--- config.mk ---
export PLATFORM = sky130hd
export DESIGN_NAME = decode_ctrl_stage
export DESIGN_NICKNAME = d
export VERILOG_FILES = /design/src/rtl/ctrl_pkg.sv /design/src/rtl/ctrl_decode.sv /design/src/rtl/decode_ctrl_stage.sv
export SDC_FILE = /design/constraint.sdc
export NUM_CORES = 1
export LEC_CHECK = 0
export ABC_CLOCK_PERIOD_IN_PS = 4000
export BUFFER_PORTS_ARGS = -buffer_cell sky130_fd_sc_hd__buf_2
export CAP_MARGIN = 20
export CORE_MARGIN = 3
export CORE_UTILIZATION = 40
export CTS_CLUSTER_DIAMETER = 30
export DETAILED_ROUTE_END_ITERATION = 10
export PLACE_DENSITY = 0.81
export SLEW_MARGIN = 40
export SYNTH_ARGS = -nofsm -noshare
export SYNTH_HDL_FRONTEND = slang
export SYNTH_SLANG_ARGS = --single-unit
--- constraint.sdc ---
create_clock -name clk -period 4 [get_ports clk]
set_input_delay 0.8 -clock clk [delete_from_list [all_inputs] [get_ports clk]]
set_output_delay 0.8 -clock clk [all_outputs]
set_load 0.02 [all_outputs]
--- src/rtl/ctrl_pkg.sv ---
// ctrl_pkg: encodings and types shared by the decode-stage control logic.
//   - ALUControl, ResultSrc and ImmSrc encodings
//   - RV32I opcode constants and the RV32M funct7 marker
//   - ID/EX control bundle (ctrl_t) and the multi-cycle FSM state enum
//   - alu_from_funct3: ALU operation for OP / OP-IMM arithmetic
package ctrl_pkg;

    localparam logic [6:0] OP_LUI    = 7'b0110111;
    localparam logic [6:0] OP_AUIPC  = 7'b0010111;
    localparam logic [6:0] OP_JAL    = 7'b1101111;
    localparam logic [6:0] OP_JALR   = 7'b1100111;
    localparam logic [6:0] OP_BRANCH = 7'b1100011;
    localparam logic [6:0] OP_LOAD   = 7'b0000011;
    localparam logic [6:0] OP_STORE  = 7'b0100011;
    localparam logic [6:0] OP_IMM    = 7'b0010011;
    localparam logic [6:0] OP_OP     = 7'b0110011;

    localparam logic [6:0] F7_MULDIV = 7'b0000001;

    localparam logic [3:0] ALU_ADD   = 4'd0;
    localparam logic [3:0] ALU_SUB   = 4'd1;
    localparam logic [3:0] ALU_AND   = 4'd2;
    localparam logic [3:0] ALU_OR    = 4'd3;
    localparam logic [3:0] ALU_XOR   = 4'd4;
    localparam logic [3:0] ALU_SLT   = 4'd5;
    localparam logic [3:0] ALU_SLTU  = 4'd6;
    localparam logic [3:0] ALU_SLL   = 4'd7;
    localparam logic [3:0] ALU_SRL   = 4'd8;
    localparam logic [3:0] ALU_SRA   = 4'd9;
    localparam logic [3:0] ALU_PASSB = 4'd10;

    localparam logic [1:0] RES_ALU = 2'b00;
    localparam logic [1:0] RES_MEM = 2'b01;
    localparam logic [1:0] RES_PC4 = 2'b10;

    localparam logic [2:0] IMM_I = 3'b000;
    localparam logic [2:0] IMM_S = 3'b001;
    localparam logic [2:0] IMM_B = 3'b010;
    localparam logic [2:0] IMM_U = 3'b011;
    localparam logic [2:0] IMM_J = 3'b100;

    localparam logic [2:0] SIZE_WORD = 3'b010;

    typedef enum logic [1:0] {IDLE, BUSY, DONE} md_state_e;

    typedef struct packed {
        logic       reg_write;
        logic [1:0] result_src;
        logic       alu_src;
        logic       mem_write;
        logic       branch;
        logic       jump;
        logic       jalr;
        logic       lui;
        logic [2:0] r_size;
        logic [2:0] dmem_size;
        logic [3:0] alu_control;
        logic       mul_div;
        logic [2:0] md_op;
        logic       illegal;
    } ctrl_t;

    // alt is funct7[5]; SUB is only reachable from register-register OP.
    function automatic logic [3:0] alu_from_funct3(input logic [2:0] f3,
                                                   input logic       alt,
                                                   input logic       allow_sub);
        logic [3:0] op;
        case (f3)
            3'b000:  op = (alt && allow_sub) ? ALU_SUB : ALU_ADD;
            3'b001:  op = ALU_SLL;
            3'b010:  op = ALU_SLT;
            3'b011:  op = ALU_SLTU;
            3'b100:  op = ALU_XOR;
            3'b101:  op = alt ? ALU_SRA : ALU_SRL;
            3'b110:  op = ALU_OR;
            default: op = ALU_AND;
        endcase
        return op;
    endfunction

endpackage

--- src/rtl/ctrl_decode.sv ---
// ctrl_decode: combinational RV32I (optionally RV32M) control decoder.
// Macro M_EXT_EN: when defined, OP with funct7=0000001 decodes as a
// multi-cycle multiply/divide; otherwise it is reported as illegal.
// Ports:
//   validD  - decode slot holds a real instruction
//   opcode, funct3, funct7 - instruction fields
//   ctrl    - next ID/EX control bundle (all zero for a bubble)
//   ImmSrcD - immediate format select, derived from opcode alone
module ctrl_decode
    import ctrl_pkg::*;
(
    input  logic       validD,
    input  logic [6:0] opcode,
    input  logic [2:0] funct3,
    input  logic [6:0] funct7,
    output ctrl_t      ctrl,
    output logic [2:0] ImmSrcD
);

    ctrl_t dec;
    logic  known;

    always_comb begin
        dec           = '0;
        dec.r_size    = SIZE_WORD;
        dec.dmem_size = SIZE_WORD;
        known         = 1'b1;
        ImmSrcD       = IMM_I;

        case (opcode)
            OP_LUI: begin
                dec.reg_write   = 1'b1;
                dec.alu_src     = 1'b1;
                dec.lui         = 1'b1;
                dec.alu_control = ALU_PASSB;
                ImmSrcD         = IMM_U;
            end
            OP_AUIPC: begin
                dec.reg_write = 1'b1;
                dec.alu_src   = 1'b1;
                ImmSrcD       = IMM_U;
            end
            OP_JAL: begin
                dec.reg_write  = 1'b1;
                dec.result_src = RES_PC4;
                dec.jump       = 1'b1;
                ImmSrcD        = IMM_J;
            end
            OP_JALR: begin
                dec.reg_write  = 1'b1;
                dec.result_src = RES_PC4;
                dec.jump       = 1'b1;
                dec.jalr       = 1'b1;
                dec.alu_src    = 1'b1;
            end
            OP_BRANCH: begin
                dec.branch      = 1'b1;
                dec.alu_control = ALU_SUB;
                ImmSrcD         = IMM_B;
            end
            OP_LOAD: begin
                dec.reg_write  = 1'b1;
                dec.result_src = RES_MEM;
                dec.alu_src    = 1'b1;
                dec.r_size     = funct3;
                dec.dmem_size  = funct3;
            end
            OP_STORE: begin
                dec.mem_write = 1'b1;
                dec.alu_src   = 1'b1;
                dec.r_size    = funct3;
                dec.dmem_size = funct3;
                ImmSrcD       = IMM_S;
            end
            OP_IMM: begin
                dec.reg_write   = 1'b1;
                dec.alu_src     = 1'b1;
                dec.alu_control = alu_from_funct3(funct3, funct7[5], 1'b0);
            end
            OP_OP: begin
                if (funct7 == F7_MULDIV) begin
`ifdef M_EXT_EN
                    dec.reg_write  = 1'b1;
                    dec.result_src = RES_ALU;
                    dec.mul_div    = 1'b1;
                    dec.md_op      = funct3;
`else
                    known = 1'b0;
`endif
                end else begin
                    dec.reg_write   = 1'b1;
                    dec.alu_control = alu_from_funct3(funct3, funct7[5], 1'b1);
                end
            end
            default: known = 1'b0;
        endcase

        // Empty slots and unknown opcodes both become bubbles; only a real
        // instruction with an unknown opcode raises the illegal flag.
        ctrl = '0;
        if (validD) begin
            if (known) ctrl = dec;
            else       ctrl.illegal = 1'b1;
        end
    end

endmodule

--- src/rtl/decode_ctrl_stage.sv ---
// decode_ctrl_stage: decode control, ID/EX control register and the
// multi-cycle multiply/divide sequencer.
// Macro M_EXT_EN: builds RV32M decode plus the IDLE/BUSY/DONE sequencer;
// without it md_stall, md_done, MulDivE and MDOpE are constant 0.
// Parameters: MUL_CYCLES, DIV_CYCLES (1..15) execute occupancy.
// Ports:
//   clk, rst (sync, active-high)
//   validD, opcode, funct3, funct7 - decode slot
//   StallD (hold ID/EX), FlushE (bubble into ID/EX)
//   ImmSrcD - combinational immediate select
//   *E      - registered ID/EX control fields
//   md_stall - front end must hold; md_done - one-cycle result-ready pulse
module decode_ctrl_stage
    import ctrl_pkg::*;
#(
    parameter int MUL_CYCLES = 3,
    parameter int DIV_CYCLES = 8
) (
    input  logic       clk,
    input  logic       rst,
    input  logic       validD,
    input  logic [6:0] opcode,
    input  logic [2:0] funct3,
    input  logic [6:0] funct7,
    input  logic       StallD,
    input  logic       FlushE,
    output logic [2:0] ImmSrcD,
    output logic       RegWriteE,
    output logic [1:0] ResultSrcE,
    output logic       ALUsrcE,
    output logic       MemWriteE,
    output logic       BranchE,
    output logic       JumpE,
    output logic       jalrE,
    output logic       luiE,
    output logic [2:0] R_sizeE,
    output logic [2:0] DMem_sizeE,
    output logic [3:0] ALUControlE,
    output logic       MulDivE,
    output logic [2:0] MDOpE,
    output logic       IllegalE,
    output logic       md_stall,
    output logic       md_done
);

    if (MUL_CYCLES < 1 || MUL_CYCLES > 15) begin : g_bad_mul_cycles
        $error("MUL_CYCLES must be in 1..15");
    end
    if (DIV_CYCLES < 1 || DIV_CYCLES > 15) begin : g_bad_div_cycles
        $error("DIV_CYCLES must be in 1..15");
    end

    ctrl_t dec_p0;
    ctrl_t idex_p1;

    ctrl_decode u_decode (
        .validD  (validD),
        .opcode  (opcode),
        .funct3  (funct3),
        .funct7  (funct7),
        .ctrl    (dec_p0),
        .ImmSrcD (ImmSrcD)
    );

    // ---- decode -> execute boundary ----
    always_ff @(posedge clk) begin
        if (rst)                       idex_p1 <= '0;
        else if (FlushE)               idex_p1 <= '0;
        else if (!(StallD || md_stall)) idex_p1 <= dec_p0;
    end

    assign RegWriteE   = idex_p1.reg_write;
    assign ResultSrcE  = idex_p1.result_src;
    assign ALUsrcE     = idex_p1.alu_src;
    assign MemWriteE   = idex_p1.mem_write;
    assign BranchE     = idex_p1.branch;
    assign JumpE       = idex_p1.jump;
    assign jalrE       = idex_p1.jalr;
    assign luiE        = idex_p1.lui;
    assign R_sizeE     = idex_p1.r_size;
    assign DMem_sizeE  = idex_p1.dmem_size;
    assign ALUControlE = idex_p1.alu_control;
    assign IllegalE    = idex_p1.illegal;

`ifdef M_EXT_EN
    localparam logic [3:0] MUL_LOAD = 4'(MUL_CYCLES - 1);
    localparam logic [3:0] DIV_LOAD = 4'(DIV_CYCLES - 1);

    md_state_e  state, state_nx;
    logic [3:0] cnt, cnt_nx;

    assign MulDivE = idex_p1.mul_div;
    assign MDOpE   = idex_p1.md_op;

    always_ff @(posedge clk) begin
        if (rst) begin
            state <= IDLE;
            cnt   <= '0;
        end else begin
            state <= state_nx;
            cnt   <= cnt_nx;
        end
    end

    always_comb begin
        state_nx = state;
        cnt_nx   = cnt;
        md_stall = 1'b0;
        md_done  = 1'b0;
        case (state)
            IDLE: begin
                // Start only when the op actually lands in ID/EX.
                if (!FlushE && !StallD && dec_p0.mul_div) begin
                    state_nx = BUSY;
                    cnt_nx   = dec_p0.md_op[2] ? DIV_LOAD : MUL_LOAD;
                end
            end
            BUSY: begin
                md_stall = 1'b1;
                if (FlushE) begin
                    state_nx = IDLE;
                    cnt_nx   = '0;
                end else if (cnt == 4'd0) begin
                    state_nx = DONE;
                end else begin
                    cnt_nx = cnt - 4'd1;
                end
            end
            DONE: begin
                // A flush here squashes the result, so no completion pulse.
                md_done  = !FlushE;
                state_nx = IDLE;
            end
            default: state_nx = IDLE;
        endcase
    end
`else
    assign MulDivE  = 1'b0;
    assign MDOpE    = 3'b000;
    assign md_stall = 1'b0;
    assign md_done  = 1'b0;
`endif

endmodule

==> out/qor.txt, run 1 <==
top cell types by occurrence after synthesis -> sky130_fd_sc_hd__nor2_1 (22), sky130_fd_sc_hd__dfxtp_1 (16), sky130_fd_sc_hd__nand2_1 (14), sky130_fd_sc_hd__buf_4 (11), sky130_fd_sc_hd__a21oi_1 (5)
total leakage power -> 0.562 nW
Warnings, synthesis -> 0
Vias -> 1040
Post-synth EDFFs -> 0
total iterations of the first detailed-routing run -> 5
number of I/O port buffers -> 44
TritonCTS sink count -> 16
CTS tree -> done
initial core utilization -> 43.6%
final-report max-slew violation count -> 0
WL per Instance -> 13.1 µm
data required time at the worst endpoint -> 3.20 ns
gate count of the mapped netlist -> 126
cell repeated most along the worst path -> sky130_fd_sc_hd__buf_2
Worst Hold Depth -> 2
die area -> 0.00314 mm²
Yosys reg bits -> 16
layout cell share with drive strength beyond 1 -> 35.2%
area added between synthesis and finish -> 19.6%
clock-pin slew reported for the worst setup and hold paths after clock tree synthesis -> 0.09 ns
top-count cell post-synth -> sky130_fd_sc_hd__nor2_1
buffer levels on the longest clock path -> 2
post-DP HPWL -> 1950 µm
prevailing post-synth register cell -> sky130_fd_sc_hd__dfxtp_1
Final #Nets -> 185
Iter 0 DRT Violations -> 33
Clk Latency, worst-skew pair -> 0.29 ns
# diodes -> 0
via count of the first global-routing pass -> 990
unrepaired setup endpoints after global routing -> no
wire length of the first global-routing pass -> 4230 µm
pin count of the biggest net entering global routing -> 23
core outline area -> 0.00230 mm²
drt via density -> 5.47
Crit Path Category -> input pin to primary output
Total GRT Usage -> 16.6%
unique cell type count in the Yosys netlist -> 40
root cell of the clock tree -> sky130_fd_sc_hd__clkbuf_4
vertical die dimension -> 56.1 µm
Hold WC Path Type -> register to register
shortest clock period the worst path allows after layout -> 2.67 ns
global placement routability congestion -> 0.854
number of buffers inserted by post-CTS setup repair -> 0
post-synthesis sequential area ratio -> 32.0%
global route overflow -> 0
top fanout value on the critical path -> 9
worst voltage drop across the vdd grid -> 201 µV
Synth Area per Inst -> 7.95 µm²
delay contributed by the slowest stage of the critical path -> 0.46 ns
initial antenna violation count -> 0
final number of hold-violating endpoints -> 0
CTS H-tree depth -> 1
site row count -> 17
number of nets with antenna violations after detailed routing -> 0
outcome -> complete, no violations
setup TNS -> 0 ns
data arrival time at the worst-slack endpoint -> 1.87 ns
post-detailed-route DRC marker count -> 0
Max-cap violations -> 0
cell class contributing the biggest share of worst-path delay -> simple AND/OR/NAND/NOR gates
post-synthesis instance area -> 0.00100 mm²
Post-Route WL -> 2480 µm
instance count on the critical path -> 5
DIE WIDTH -> 56.1 µm
number of buffers created by CTS -> 3
count of buffering cells on the critical path with inverters included -> 3
Worst Reg2Reg Path Length in Cells -> 3
final clock period utilization by the worst path -> 66.7%
cell-by-cell listing of the critical path -> buf_2, inv_1, nor4_1, and2_2, buf_2
proportion of netlist area held by the largest area contributor -> 32.0%
Async SR Flop Fraction -> 0%
startpoint type of the worst setup path -> input pin
cell types occupying the most area after synthesis -> sky130_fd_sc_hd__dfxtp_1 (32%), sky130_fd_sc_hd__buf_4 (8.2%), sky130_fd_sc_hd__nor2_1 (8.2%), sky130_fd_sc_hd__nand2_1 (5.2%), sky130_fd_sc_hd__a32o_1 (3.0%)
post-cts resize count -> 0
top-level port count -> 51
final number of setup-violating endpoints -> 0
hold bufs inserted after CTS -> 0
fmax -> 375 MHz
Design Power -> 321 µW
total power density per cell area -> 268 mW/mm²
worst-case clock skew -> 0 ns
library cell with the largest summed area after synthesis -> sky130_fd_sc_hd__dfxtp_1
endpoint kind of the worst setup timing path -> primary output
slowest cell on the critical path -> sky130_fd_sc_hd__nor4_1
[placed cells by master, fill, tap and decap left out, drive strengths merged]
cell / instances
clkbuf: 4
a311o: 1
conb: 6
xor2: 1
nand4: 1
a32o: 3
nor2b: 2
nand4b: 1
nand2b: 2
a32oi: 3
o21ai: 4
nand3b: 1
or3: 2
inv: 3
a22oi: 4
a21boi: 3
nor2: 22
o211a: 1
nand2: 14
or2: 2
a221o: 1
o31ai: 1
buf: 44
o21a: 3
o2111ai: 1
and2: 1
nand3: 1
nor4: 2
o2bb2ai: 1
nor4bb: 1
nor3: 2
a21oi: 6
o22ai: 1
a221oi: 1
dfxtp: 16
[worst register-to-register path, stage by stage, from the launching register on]
cell and delay [ns]:
sky130_fd_sc_hd__dfxtp_1 0.34, sky130_fd_sc_hd__nand2_1 0.07, sky130_fd_sc_hd__a21boi_0 0.14, sky130_fd_sc_hd__a221oi_1 0.27
[layout make-up]
class / count / area, µm²
well taps: 28 / 35.0
flip-flops and latches: 16 / 320
inverters: 3 / 11.3
fillers: 236 / 1100
multi-input cells: 95 / 576
clock buffers: 4 / 36.3
repair buffers: 44 / 220
[kinds of logic after synthesis]
kind of cell	Yosys count	synth area share, %
simple gates	54	28.7
compound gates	34	25.6
buf+inv	20	12.5
flops	16	32.0
xor+xnor	1	0.874
other cells	1	0.374
[metal layers]
metal  vias up  GRT usage (%)  wire [µm]
met5         -              0          0
met4         0           5.42         12
met3         2           4.64        218
met2        48           28.9       1250
met1       487           19.4       1000
li1        503              -          -
[where the power goes]
part           internal [mW]  total, mW  switching (mW)
clock                 0.0554      0.108          0.0524
sequential             0.160      0.160        0.000252
combinational         0.0187     0.0532          0.0344
[flip-flops by register name (all words and copies together) (netlist names)]
name         count
luiE             1
BranchE          1
JumpE            1
R_sizeE          3
IllegalE         1
ALUControlE      4
ALUsrcE          1
jalrE            1
ResultSrcE       1
MemWriteE        1
RegWriteE        1
[per-stage QoR]
stage               instances  instance area, µm²  util, %  hold slack (ns)  worst slack (ns)
floorplan                 131                1020        -            0.541              1.40
global placement          186                1160     50.6            0.447              1.36
detailed placement        186                1160     50.6            0.461              1.34
CTS                       190                1200     52.2            0.474              1.34
global route              190                1200     52.2            0.501              1.25
finish                    190                1200     52.2            0.467              1.33
[path summary, 6_finish.rpt]
check,endpoint,from,slack [ns]
setup reg to reg,ALUControlE[0],ALUControlE[0],3.09
hold reg to reg,BranchE,BranchE,0.47
hold / removal,BranchE,BranchE,0.47
setup / recovery,ImmSrcD[2],opcode[2],1.33
No activity file was read; power rests on OpenSTA's default activity.
==> run 2, diff against run 1 <==
--- a/config.mk
+++ b/config.mk
@@ -5,14 +5,16 @@
 export SDC_FILE = /design/constraint.sdc
 export NUM_CORES = 1
 export LEC_CHECK = 0
-export ABC_CLOCK_PERIOD_IN_PS = 4000
+export ABC_AREA = 1
+export ABC_CLOCK_PERIOD_IN_PS = 2140
 export BUFFER_PORTS_ARGS = -buffer_cell sky130_fd_sc_hd__buf_2
 export CAP_MARGIN = 20
+export CORE_ASPECT_RATIO = 2
 export CORE_MARGIN = 3
 export CORE_UTILIZATION = 40
 export CTS_CLUSTER_DIAMETER = 30
 export DETAILED_ROUTE_END_ITERATION = 10
-export PLACE_DENSITY = 0.81
+export PLACE_DENSITY = 0.82
 export SLEW_MARGIN = 40
 export SYNTH_ARGS = -nofsm -noshare
 export SYNTH_HDL_FRONTEND = slang
==> constraint.sdc (replaced) <==
create_clock -name clk -period 2.14 [get_ports clk]
set_input_delay 0.428 -clock clk [delete_from_list [all_inputs] [get_ports clk]]
set_output_delay 0.428 -clock clk [all_outputs]
set_load 0.02 [all_outputs]
==> run 2 against run 1 <==
Against the previous run: sequential power increased by 87%; global-route usage decreased by 1.9 points; sequential cell count unchanged; critical path depth increased by 4; sequential share of layout area decreased by 2.9 points; non-clock buffer count unchanged; combinational power increased by 95%; largest cell class unchanged; synthesized cell count increased by 32%; worst hold slack got worse by 0.011 ns.
==> out/qor.txt, run 2 <==
number of nets with antenna violations after detailed routing -> 0
proportion of netlist area held by the largest area contributor -> 28.9%
core outline area -> 0.00260 mm²
root cell of the clock tree -> sky130_fd_sc_hd__clkbuf_8
DP Area -> 0.00129 mm²
fmax -> 559 MHz
post-synthesis sequential area ratio -> 28.9%
top-count cell post-synth -> sky130_fd_sc_hd__nand2_1
area added between synthesis and finish -> 21.6%
shortest clock period the worst path allows after layout -> 1.79 ns
post-synthesis instance area -> 0.00111 mm²
slowest cell on the critical path -> sky130_fd_sc_hd__buf_2
final clock period utilization by the worst path -> 83.6%
CTS H-tree depth -> 1
number of I/O port buffers -> 44
launch point of the worst hold path -> ALUControlE[2]
Post-synth EDFFs -> 0
portion of total power attributed to sequential cells -> 45.1%
Post-Route WL -> 2440 µm
setup TNS -> 0 ns
die area -> 0.00347 mm²
Yosys reg bits -> 16
max reg flops -> 4
data required time at the worst endpoint -> 1.71 ns
Vias -> 1139
count of buffering cells on the critical path with inverters included -> 4
Clk Latency, worst-skew pair -> 0.24 ns
number of fill cells in the layout -> 274
outcome -> complete, no violations
drt via density -> 4.89
Synth Area per Inst -> 6.67 µm²
initial core utilization -> 42.5%
net switching share of the total power -> 25.6%
Finished Cell Area -> 0.00135 mm²
delay contributed by the slowest stage of the critical path -> 0.16 ns
TritonCTS sink count -> 16
gate count of the mapped netlist -> 166
worst reg2reg startpoint -> R_sizeE[1]
unrepaired setup endpoints after global routing -> no
vertical die dimension -> 80.4 µm
total iterations of the first detailed-routing run -> 4
pin count of the biggest net entering global routing -> 18
clock-pin slew reported for the worst setup and hold paths after clock tree synthesis -> 0.06 ns
most frequent cells in the layout -> sky130_fd_sc_hd__buf_2 (44), sky130_fd_sc_hd__nand2_1 (37), sky130_fd_sc_hd__nand3_1 (21)
buffer levels on the longest clock path -> 2
WL per Instance -> 10.5 µm
cell-by-cell listing of the critical path -> buf_2, inv_2, nand2_2, nor2_4, inv_2, nor2_1, nor2_1, nand2_1, buf_2
most common cell after layout, fill and taps aside -> sky130_fd_sc_hd__buf_2
startpoint type of the worst setup path -> input pin
# diodes -> 0
instance count on the critical path -> 9
endpoint kind of the worst setup timing path -> primary output
total leakage power -> 0.699 nW
cell types occupying the most area after synthesis -> sky130_fd_sc_hd__dfxtp_1 (29%), sky130_fd_sc_hd__nand2_1 (13%), sky130_fd_sc_hd__nand3_1 (9.5%), sky130_fd_sc_hd__a21oi_1 (8.1%), sky130_fd_sc_hd__buf_4 (6.8%)
cell class contributing the biggest share of worst-path delay -> simple AND/OR/NAND/NOR gates
total power density per cell area -> 493 mW/mm²
top-level port count -> 51
Final #Nets -> 228
site row count -> 26
top cell types by occurrence after synthesis -> sky130_fd_sc_hd__nand2_1 (37), sky130_fd_sc_hd__nand3_1 (21), sky130_fd_sc_hd__a21oi_1 (18), sky130_fd_sc_hd__dfxtp_1 (16), sky130_fd_sc_hd__inv_1 (11)
layout cell share with drive strength beyond 1 -> 37.1%
global placement routability congestion -> 0.928
worst-case clock skew -> 0 ns
Warnings, synthesis -> 0
final number of hold-violating endpoints -> 0
via count of the first global-routing pass -> 1045
unique cell type count in the Yosys netlist -> 23
data arrival time at the worst-slack endpoint -> 1.36 ns
hold bufs inserted after CTS -> 0
final number of setup-violating endpoints -> 0
combinational power share -> 15.7%
global route overflow -> 0
Max-cap violations -> 0
clock group share of total power -> 39.2%
library cell with the largest summed area after synthesis -> sky130_fd_sc_hd__dfxtp_1
number of buffers created by CTS -> 3
Total GRT Usage -> 14.7%
Hold Path End -> ALUControlE[2]
Hold WC Path Type -> register to register
initial antenna violation count -> 0
Iter 0 DRT Violations -> 19
CTS tree -> done
prevailing post-synth register cell -> sky130_fd_sc_hd__dfxtp_1
post-DP HPWL -> 2110 µm
wire length of the first global-routing pass -> 4060 µm
top fanout value on the critical path -> 4
Worst Reg2Reg Path Length in Cells -> 2
post-cts resize count -> 0
Worst Hold Depth -> 2
worst voltage drop across the vdd grid -> 189 µV
Crit Path Category -> input pin to primary output
Power Internal -> 494 µW
DIE WIDTH -> 43.2 µm
Sw Pwr -> 170 µW
capture point of the worst reg-to-reg path -> R_sizeE[1]
post-detailed-route DRC marker count -> 0
reg-to-reg setup timing slack -> 1.50 ns
number of buffers inserted by post-CTS setup repair -> 0
Async SR Flop Fraction -> 0%
final-report max-slew violation count -> 0
-- run 2: cell types whose count changed after synthesis, sizes merged, moves of 7 or more --
cell,delta
inv,+16
a21oi,+14
nand2,+31
nand3,+20
nor2,-7
-- run 2: final cells by class --
| class | count | area [µm²] | area share (%) |
|---|---|---|---|
| Clock buffer | 4 | 55.1 | 4.09 |
| Sequential cell | 16 | 320 | 23.8 |
| Multi-Input combinational cell | 121 | 639 | 47.5 |
| Inverter | 20 | 76.3 | 5.67 |
| Timing Repair Buffer | 44 | 220 | 16.4 |
| Tap cell | 28 | 35.0 | 2.60 |
-- run 2: power by group through the flow --
stage | Sequential, mW | Clock, mW | Combinational, mW
2_1_floorplan | 0.307 | 0 | 0.0733
3_3_place_gp | 0.306 | 0 | 0.104
3_5_place_dp | 0.306 | 0 | 0.105
4_1_cts | 0.299 | 0.266 | 0.105
5_1_grt | 0.299 | 0.282 | 0.117
6_report | 0.299 | 0.260 | 0.104
-- run 2: cells by family (layout without fill, tap and decap cells) --
group,count (synthesis),count (layout),share of synthesized area [%]
AOI/OAI and AO/OA,24,24,12.0
and+or+nand+nor,91,91,43.7
DFF,16,16,28.9
other,1,6,0.339
buffers and inverters,34,68,15.0
-- run 2: worst max-delay path by stage --
stage | start | endpoint | slack [ns]
2_1_floorplan | opcode[6] | ImmSrcD[0] | 0.65
3_3_place_gp | opcode[6] | ImmSrcD[0] | 0.37
5_1_grt | opcode[6] | ImmSrcD[0] | 0.26
3_5_place_dp | opcode[6] | ImmSrcD[0] | 0.36
6_report | opcode[6] | ImmSrcD[0] | 0.35
4_1_cts | opcode[6] | ImmSrcD[0] | 0.36
-- run 2: stage by stage --
step                      power [mW]  std cells  hold slack, ns  setup slack, ns  util [%]
after detailed placement       0.411        229           0.452            0.363      49.6
after CTS                      0.670        233           0.460            0.359      51.7
after global routing           0.698        233           0.483            0.255      51.7
final                          0.664        233           0.457            0.352      51.7
after global placement         0.410        229           0.443            0.366      49.6
after floorplan                0.381        171           0.535            0.649         -
-- run 2: worst register-to-register path, cell delays in order, from the launching register on --
cell and delay (ns):
sky130_fd_sc_hd__dfxtp_1 0.35, sky130_fd_sc_hd__nand2_1 0.08, sky130_fd_sc_hd__a21oi_2 0.14
-- run 2: per-layer routing --
metal	track usage (%)	share of wire, %	vias to the layer above
met4	9.67	4.3	0
met5	0	0	-
met2	28.0	56	39
met3	1.35	5.7	11
li1	-	-	597
met1	13.8	33	492
